$ cat src/rtl/pipe_pkg.sv
// rtl/pipe_pkg.sv - shared state type and width constants for the skid register
package pipe_pkg;

  // Default payload width in bits.
  localparam int PIPE_W = 32;

  // Default stall-counter width in bits.
  localparam int PIPE_CNT_W = 16;

  // Occupancy of the two-entry buffer.
  typedef enum logic [1:0] {
    EMPTY = 2'd0,
    FULL  = 2'd1,
    SKID  = 2'd2
  } pipe_state_e;

endpackage

$ cat src/rtl/pipe_skid_reg_if.sv
// rtl/pipe_skid_reg_if.sv - valid/ready handshake bundle for the skid register
interface pipe_skid_reg_if
  import pipe_pkg::*;
#(
  parameter int WIDTH = PIPE_W
);

  logic             in_valid;
  logic             in_ready;
  logic [WIDTH-1:0] Din;
  logic             out_valid;
  logic             out_ready;
  logic [WIDTH-1:0] Dout;

  // Upstream producer and downstream consumer seen from outside the block.
  modport master (
    output in_valid, Din, out_ready,
    input  in_ready, out_valid, Dout
  );

  // The skid register itself.
  modport slave (
    input  in_valid, Din, out_ready,
    output in_ready, out_valid, Dout
  );

endinterface

$ cat src/rtl/pipe_skid_reg.sv
// rtl/pipe_skid_reg.sv - two-entry skid register; optional stall counter under PIPE_STALL_CNT_EN
module pipe_skid_reg
  import pipe_pkg::*;
#(
  parameter int WIDTH = PIPE_W,
  parameter int CNT_W = PIPE_CNT_W
) (
  input  logic             clk,
  input  logic             clr,
  input  logic             flush,
  pipe_skid_reg_if.slave   bus
`ifdef PIPE_STALL_CNT_EN
  ,
  output logic [CNT_W-1:0] stall_cnt
`endif
);

  // Reject illegal configurations at elaboration.
  if (WIDTH < 1 || WIDTH > 64 || CNT_W < 1) begin : g_param_check
    $error("pipe_skid_reg: WIDTH must be 1..64 and CNT_W at least 1");
  end

  pipe_state_e      state;
  logic [WIDTH-1:0] main_q;
  logic [WIDTH-1:0] skid_q;

  // Handshake outputs depend only on registered state, so out_ready never
  // reaches in_ready combinationally.
  assign bus.in_ready  = (state != SKID);
  assign bus.out_valid = (state != EMPTY);
  assign bus.Dout      = main_q;

  // Occupancy FSM: main holds the head item, skid catches the one extra
  // item accepted while the consumer stalls.
  always_ff @(posedge clk) begin
    if (clr) begin
      state  <= EMPTY;
      main_q <= '0;
      skid_q <= '0;
    end else if (flush) begin
      state  <= EMPTY;
      main_q <= '0;
      skid_q <= '0;
    end else begin
      case (state)
        EMPTY: begin
          if (bus.in_valid) begin
            main_q <= bus.Din;
            state  <= FULL;
          end
        end
        FULL: begin
          if (bus.in_valid && bus.out_ready) begin
            main_q <= bus.Din;
          end else if (bus.in_valid) begin
            skid_q <= bus.Din;
            state  <= SKID;
          end else if (bus.out_ready) begin
            state  <= EMPTY;
          end
        end
        SKID: begin
          if (bus.out_ready) begin
            main_q <= skid_q;
            state  <= FULL;
          end
        end
        default: begin
          state <= EMPTY;
        end
      endcase
    end
  end

`ifdef PIPE_STALL_CNT_EN
  logic [CNT_W-1:0] stall_q;

  assign stall_cnt = stall_q;

  // Count cycles the consumer leaves a valid item waiting; saturates, and
  // survives flush so stalls can be measured across pipeline restarts.
  always_ff @(posedge clk) begin
    if (clr) begin
      stall_q <= '0;
    end else if (bus.out_valid && !bus.out_ready && (stall_q != {CNT_W{1'b1}})) begin
      stall_q <= stall_q + 1'b1;
    end
  end
`endif

endmodule

$ cat src/flat_wrapper.sv
// flat-port wrapper written by rule: the top's interface ports become plain ports
module pipe_skid_reg_flat import pipe_pkg::*;
#(
  parameter int WIDTH = PIPE_W,
  parameter int CNT_W = PIPE_CNT_W
)
  (clk, clr, flush, bus_in_valid, bus_Din, bus_out_ready, bus_in_ready, bus_out_valid, bus_Dout);
  pipe_skid_reg_if #(.WIDTH(WIDTH)) bus_i ();
  input  logic clk;
  input  logic clr;
  input  logic flush;
  input wire logic [$bits(bus_i.in_valid)-1:0] bus_in_valid;
  input wire logic [$bits(bus_i.Din)-1:0] bus_Din;
  input wire logic [$bits(bus_i.out_ready)-1:0] bus_out_ready;
  output wire logic [$bits(bus_i.in_ready)-1:0] bus_in_ready;
  output wire logic [$bits(bus_i.out_valid)-1:0] bus_out_valid;
  output wire logic [$bits(bus_i.Dout)-1:0] bus_Dout;
  assign bus_i.in_valid = bus_in_valid;
  assign bus_i.Din = bus_Din;
  assign bus_i.out_ready = bus_out_ready;
  assign bus_in_ready = bus_i.in_ready;
  assign bus_out_valid = bus_i.out_valid;
  assign bus_Dout = bus_i.Dout;
  pipe_skid_reg #(.WIDTH(WIDTH), .CNT_W(CNT_W)) u_core (.clk(clk), .clr(clr), .flush(flush), .bus(bus_i));
endmodule
$ cat config.mk
export PLATFORM = sky130hd
export DESIGN_NAME = pipe_skid_reg_flat
export DESIGN_NICKNAME = d
export VERILOG_FILES = /design/src/rtl/pipe_pkg.sv /design/src/rtl/pipe_skid_reg_if.sv /design/src/rtl/pipe_skid_reg.sv /design/src/flat_wrapper.sv
export SDC_FILE = /design/constraint.sdc
export NUM_CORES = 1
export LEC_CHECK = 0
export ABC_AREA = 0
export ABC_CLOCK_PERIOD_IN_PS = 1850
export BUFFER_PORTS_ARGS = -buffer_cell sky130_fd_sc_hd__buf_2
export CAP_MARGIN = 10
export CELL_PAD_IN_SITES_DETAIL_PLACEMENT = 0
export CELL_PAD_IN_SITES_GLOBAL_PLACEMENT = 1
export CORE_UTILIZATION = 40
export CTS_CLUSTER_SIZE = 24
export DETAILED_ROUTE_END_ITERATION = 16
export PLACE_DENSITY = 0.87
export SETUP_SLACK_MARGIN = 0.4
export SLEW_MARGIN = 20
export SYNTH_ARGS = -nofsm -noshare
export SYNTH_HDL_FRONTEND = slang
export SYNTH_SLANG_ARGS = --single-unit
$ cat constraint.sdc
create_clock -name clk -period 1.85 [get_ports clk]
set_clock_uncertainty 0.05 [all_clocks]
set_input_delay 0.37 -clock clk [delete_from_list [all_inputs] [get_ports clk]]
set_output_delay 0.37 -clock clk [all_outputs]
set_load 0.02 [all_outputs]
==> results of run 1 <==
[routing by layer]
layer  part of all wire [%]  vias up  wire length, microns  GRT usage, %
li1                       -     1264                     -             -
met2                     48       88                  4000          31.1
met4                    1.4        0                   117          7.48
met1                     46     1255                  3860          26.6
met5                      0        -                     0             0
met3                    4.7       11                   395          4.85
[final timing paths]
check	endpoint	slack [ns]	cells past startpoint
max reg2reg	u_core.bus.Dout[20]$_SDFFE_PP0P_	0.39	5
max	bus_out_valid	0.36	2
min reg2reg	u_core.skid_q[10]$_SDFFE_PP0P_	0.40	2
min	u_core.skid_q[8]$_SDFFE_PP0P_	0.23	3
[flip-flops by register name (all words and copies together) (netlist names)]
register,flops
u_core.bus.Dout,32
u_core.skid_q,32
u_core.state,2
[worst register-to-register path, cell delays in order (launching register included)]
cell,delay (ns)
dfxtp_4,0.35
buf_4,0.14
and3b_2,0.25
a21o_4,0.23
buf_12,0.16
a211oi_2,0.19
[power by group]
group | internal [mW] | switching [mW] | leakage [nW]
Combinational | 0.200 | 0.256 | 1.09
Clock | 0.779 | 0.534 | 0.105
Sequential | 1.46 | 0.0283 | 0.538
Total | 2.44 | 0.817 | 1.74
[repair_timing]
| item | CTS | global route |
|---|---|---|
| cloned | 0 | 5 |
| gates resized for setup | 26 | 35 |
| setup endpoints to repair | 34 | 61 |
| pin swaps | 0 | 4 |
| buffers inserted | 5 | 2 |
[synth_stat cells (all sizes together), types with 2 or more instances]
cell / count
dfxtp: 66
nand2: 65
a211oi: 64
a21oi: 33
mux2i: 32
buf: 27
clkbuf: 7
a21o: 2
nand2b: 2
or2: 2
[cell type report]
| type | instances | share of cell area [%] |
|---|---|---|
| multi-input cells | 209 | 41.4 |
| flip-flops and latches | 66 | 32.4 |
| repair buffers | 98 | 18.1 |
| clock buffers | 11 | 3.45 |
| well taps | 99 | 3.02 |
| clock inverters | 3 | 1.59 |
| diodes | 1 | 0.0610 |
[kinds of logic after synthesis]
logic type	after synthesis	share of synthesized area (%)
buffers and inverters	34	6.91
muxes	32	10.7
DFF	66	43.9
and+or+nand+nor	76	10.8
AOI/OAI and AO/OA	101	27.7
[metrics by stage]
stage / power, mW / area (sq um) / util (%) / worst slack [ns]
2_1_floorplan: 1.76 / 3010 / - / 0.509
3_3_place_gp: 1.89 / 3460 / 47.7 / 0.344
3_5_place_dp: 1.90 / 3460 / 47.7 / 0.302
4_1_cts: 3.22 / 3830 / 52.8 / 0.357
5_1_grt: 3.37 / 4100 / 56.5 / 0.318
6_report: 3.25 / 4100 / 56.6 / 0.364
==> results.py, run 1 <==
metrics = {
    "power": {
        "ir_drop_uv": 496,
        "power-per-cell-area_mw_per_mm2": 793,
        "total_leakage_power_nw": 1.74,
    },
    "final_layout": {
        "nFillCells": 638,
        "area_delta_synth_final_pct": 36.5,
        "layout-drive-gt1-share_pct": 49.4,
        "layout_commonest_cell": "buf_2",
        "layout_common_cells": "68 x buf_2, 64 x dfxtp_1, 61 x nand2_1",
        "nets": 421,
        "multi_input_area_sq_mm": 0.00170,
        "instances_no_fill": 487,
        "ff_latch_area_sq_mm": 0.00133,
    },
    "yosys": {
        "synth_top_area_share_pct": 43.9,
        "synth.net_count": 346,
        "yosys_register_bits": 66,
        "yosys.area.top_type": "dfxtp_1",
        "avgSynthCellArea_sq_um": 9.73,
        "syn-cell-area_sq_mm": 0.00301,
        "yosysWarnings": 0,
        "syn_inst": 309,
        "ys_seq_area_share_pct": 43.9,
        "synth_area_leaders": "dfxtp_1 44%, a211oi_2 12%, mux2i_1 11%, a211oi_1 8.5%, nand2_1 8.1%",
        "ys.flop_type": "dfxtp_1",
        "synth-edff-count": 0,
        "async_reset_ff_share_pct": 0,
        "synthDistinctLibCells": 23,
    },
    "drt": {
        "finalWirelength_mm": 8.37,
        "viasPerCell": 5.38,
        "antenna_left": 0,
        "drt_first_pass_iters": 4,
        "wl_per_cell_microns": 17.2,
        "drcViolationCount": 0,
        "drt-initial-drc-count": 140,
        "via_count": 2618,
    },
    "die": {
        "die_w_microns": 88.7,
        "fp.dieH_microns": 88.7,
        "start_util_pct": 41.5,
        "core_area_sq_mm": 0.00725,
        "boundaryPins": 71,
        "dieArea_sq_mm": 0.00787,
        "rows": 31,
    },
    "grt": {
        "grt_pass1_wl_mm": 11.9,
        "antenna_found_initial": 0,
        "grt_pass1_vias": 2358,
        "grt_usage_pct": 19.9,
        "overflow": 0,
        "grt_max_degree": 67,
    },
    "timing": {
        "fin_crit_sh_pct": 80.3,
        "tns_ns": 0,
        "hold_viol": 0,
        "fmaxAchievable_mhz": 673,
        "rsz0062_at_grt": "yes",
        "worst_pin_slew_ns": 0.410,
        "maxSlewViolCount": 0,
        "setup_viol_count_final": 0,
        "hold_slack_ns": 0.226,
        "period_minus_slack_ns": 1.49,
        "slew_headroom_pct": 72.7,
    },
    "clock_network": {
        "cts_root_buf": "clkbuf_8",
        "cts-hold-fix-buffers": 0,
        "cts_made_buffers": 9,
        "insertion_delay_ns": 0.34,
        "clkSinkCount": 66,
        "cts.clk_slew.worst_paths_ns": 0.07,
        "htreeDepth": 3,
        "cts_tree": "done",
        "clk_path_buf_depth": 2,
    },
    "worst_setup_path": {
        "cp.arrival_ns": 1.07,
        "path_cells": "or2_4 -> buf_6",
        "worstSetupPathType": "flip-flop to output port",
        "regToRegStartpoint": "u_core.state[1]$_SDFFE_PP0P_",
        "required_ns": 1.43,
        "cp-end-kind": "output port",
        "cp_max_fo": 4,
        "cp_top_family": "flip-flops",
        "critPathMaxStageDelay_ns": 0.35,
        "worstSetupStartpointType": "flip-flop",
        "worstSetupStartpoint": "u_core.state[1]$_SDFFE_PP0P_",
        "crit_buf_inv": 1,
        "cp_slowest_cell": "dfxtp_4",
    },
    "worst_hold_path": {
        "min_from": "bus_Din[8]",
        "hold_class": "input port to flip-flop",
    },
    "placement": {
        "place_inst": 460,
        "place_congestion": 0.715,
        "numPortBuffers": 70,
        "hpwl_mm": 4.63,
    },
    "outcome": {
        "status": "completed",
    },
    "flow_run": {
        "drv_cap": 0,
    },
}
Power figures use the tool's default switching activity.
==> run 2, diff against run 1 <==
--- a/config.mk
+++ b/config.mk
@@ -6,7 +6,7 @@
 export NUM_CORES = 1
 export LEC_CHECK = 0
 export ABC_AREA = 0
-export ABC_CLOCK_PERIOD_IN_PS = 1850
+export ABC_CLOCK_PERIOD_IN_PS = 1400
 export BUFFER_PORTS_ARGS = -buffer_cell sky130_fd_sc_hd__buf_2
 export CAP_MARGIN = 10
 export CELL_PAD_IN_SITES_DETAIL_PLACEMENT = 0
==> constraint.sdc (replaced) <==
create_clock -name clk -period 1.4 [get_ports clk]
set_clock_uncertainty 0.05 [all_clocks]
set_input_delay 0.28 -clock clk [delete_from_list [all_inputs] [get_ports clk]]
set_output_delay 0.28 -clock clk [all_outputs]
set_load 0.02 [all_outputs]
==> run 2 against run 1 <==
The flow now finishes with violations (negative setup slack). Setup slack lost 0.47 ns. Register-to-register slack lost 0.50 ns. Highest routed layer unchanged. Routed wire length grew 19%. Die area is the same. Critical endpoint is now u_core.skid_q[31]$_SDFFE_PP0P_.
==> results.py, run 2 (synthesis results as in run 1) <==
metrics = {
    "timing": {
        "hold_viol": 0,
        "setup_viol_count_final": 55,
        "slew_headroom_pct": 80.7,
        "fmaxAchievable_mhz": 662,
        "fin_ws_ns": -0.111,
        "fin_crit_sh_pct": 108,
        "period_minus_slack_ns": 1.51,
        "worst_pin_slew_ns": 0.290,
        "rsz0062_at_grt": "yes",
        "maxSlewViolCount": 0,
    },
    "worst_setup_path": {
        "worstSetupPathType": "flip-flop to flip-flop",
        "reg2reg_slack_ns": -0.11,
        "worstSetupStartpointType": "flip-flop",
        "cp_common_cell": "buf_6",
        "regToRegStartpoint": "u_core.state[1]$_SDFFE_PP0P_",
        "cp_slowest_cell": "dfxtp_4",
        "cp.arrival_ns": 1.73,
        "crit_buf_inv": 3,
        "r2r-end": "u_core.skid_q[31]$_SDFFE_PP0P_",
        "critPathMaxStageDelay_ns": 0.38,
        "cp_max_fo": 6,
        "cp_top_family": "buffers and inverters",
        "required_ns": 1.62,
        "path_cells": "buf_6 -> nor4bb_4 -> buf_6 -> clkbuf_16 -> nand2_4 -> a21oi_2",
        "critical_path_depth": 6,
        "reg2reg_depth": 6,
        "cp-end-kind": "flip-flop",
    },
    "power": {
        "pwr-share-seq_pct": 45.5,
        "netSwitchingFraction_pct": 27.5,
        "intPower_mw": 3.15,
        "p_switching_mw": 1.19,
        "total_leakage_power_nw": 2.20,
        "ir_drop_uv": 479,
        "p_clk_share_pct": 35.8,
        "p_comb_share_pct": 18.7,
        "power-per-cell-area_mw_per_mm2": 865,
    },
    "clock_network": {
        "htreeDepth": 3,
        "insertion_delay_ns": 0.34,
        "cts_root_buf": "clkbuf_8",
        "clkSinkCount": 66,
        "cts.clk_slew.worst_paths_ns": 0.07,
        "clk_path_buf_depth": 2,
        "cts_tree": "done",
        "cts_made_buffers": 9,
    },
    "final_layout": {
        "diodes": 0,
        "fin_util_pct": 69.2,
        "layout_common_cells": "60 x a211oi_2, 42 x buf_6, 41 x buf_4",
        "layout-drive-gt1-share_pct": 71.0,
        "multi_input_area_sq_mm": 0.00195,
        "area_delta_synth_final_pct": 67.0,
        "nFillCells": 507,
        "layout_commonest_cell": "a211oi_2",
        "ff_latch_area_sq_mm": 0.00137,
        "nets": 466,
    },
    "worst_hold_path": {
        "min_from": "bus_Din[2]",
        "whs_endpoint": "u_core.skid_q[2]$_SDFFE_PP0P_",
        "min_path_cells": 3,
        "hold_class": "input port to flip-flop",
    },
    "placement": {
        "numPortBuffers": 70,
        "place_ws_ns": -0.115,
        "hpwl_mm": 4.63,
        "place_congestion": 0.739,
    },
    "die": {
        "rows": 31,
        "boundaryPins": 71,
        "fp.dieH_microns": 88.7,
        "core_area_sq_mm": 0.00725,
        "dieArea_sq_mm": 0.00787,
        "die_w_microns": 88.7,
        "start_util_pct": 41.5,
    },
    "grt": {
        "overflow": 0,
        "grt_pass1_wl_mm": 13.1,
        "grt_pass1_vias": 2635,
        "grt_max_degree": 45,
        "grt_usage_pct": 22.0,
        "antenna_found_initial": 0,
    },
    "drt": {
        "viasPerCell": 5.52,
        "wl_per_cell_microns": 18.7,
        "drcViolationCount": 0,
        "drt-initial-drc-count": 202,
        "drt_first_pass_iters": 4,
        "antenna_left": 0,
        "finalWirelength_mm": 9.94,
        "via_count": 2944,
    },
    "outcome": {
        "violations": "negative setup slack",
        "status": "finished with violations",
    },
    "flow_run": {
        "drv_cap": 0,
    },
}
-- run 2: cell count changes in the layout (fill, tap and decap cells not counted), sizes merged --
cell      delta
a21o         +2
diode        -1
buf         +41
clkinv       +3
clkinvlp     +1
and3b        +1
bufinv       -1
-- run 2: how the worst max path moves through the flow --
stage	end	slack [ns]	startpoint
2_1_floorplan	u_core.bus.Dout[10]$_SDFFE_PP0P_	0.13	u_core.state[0]$_SDFFE_PP0P_
3_3_place_gp	u_core.bus.Dout[0]$_SDFFE_PP0P_	-0.07	bus_out_ready
3_5_place_dp	u_core.bus.Dout[0]$_SDFFE_PP0P_	-0.12	bus_out_ready
4_1_cts	bus_out_valid	-0.06	u_core.state[0]$_SDFFE_PP0P_
5_1_grt	u_core.skid_q[31]$_SDFFE_PP0P_	-0.14	u_core.state[1]$_SDFFE_PP0P_
6_report	u_core.skid_q[31]$_SDFFE_PP0P_	-0.11	u_core.state[1]$_SDFFE_PP0P_
-- run 2: final cells by class --
| cell class | count | area share [%] |
|---|---|---|
| Clock buffer | 10 | 2.54 |
| Clock inverter | 6 | 1.15 |
| Multi-Input combinational cell | 212 | 38.8 |
| Sequential cell | 66 | 27.2 |
| Tap cell | 99 | 2.47 |
| Timing Repair Buffer | 140 | 27.9 |
-- run 2: worst reg2reg max path: stages, from the launching register on --
cell       delay, ns
dfxtp_4         0.38
buf_6           0.13
nor4bb_4        0.29
buf_6           0.19
clkbuf_16       0.19
nand2_4         0.06
a21oi_2         0.15
-- run 2: through the flow --
stage	TNS, ns	std cells	instance area (sq um)	hold slack [ns]	power, mW
detailed placement	-2.91	461	3650	0.396	2.56
CTS	-0.269	516	4570	0.123	4.27
finish	-2.07	533	5020	0.131	4.34
global route	-4.51	533	5020	0.131	4.49
floorplan	0	309	3250	0.363	2.40
global placement	-2.04	461	3650	0.391	2.55
-- run 2: power groups by stage --
stage	combinational, mW	clock [mW]	sequential [mW]
6_report	0.811	1.56	1.98
4_1_cts	0.735	1.56	1.97
3_5_place_dp	0.550	0	2.01
5_1_grt	0.851	1.66	1.98
2_1_floorplan	0.342	0	2.06
3_3_place_gp	0.545	0	2.01
-- run 2: what timing repair did --
| action | CTS | global route |
|---|---|---|
| endpoints found under the setup margin | 100 | 100 |
| pin swaps | 3 | 61 |
| cloned | 3 | 8 |
| buffers inserted | 36 | 9 |
| hold endpoints to repair | 0 | 0 |
| gates resized for setup | 137 | 58 |
| hold buffers | 0 | 0 |
-- run 2: per-layer routing --
| layer | track usage, % | vias up | share of wire, % |
|---|---|---|---|
| li1 | - | 1358 | - |
| met1 | 28.7 | 1465 | 41 |
| met3 | 4.10 | 15 | 5.5 |
| met4 | 7.77 | 0 | 1.5 |
| met2 | 36.5 | 106 | 51 |
| met5 | 0 | - | 0 |
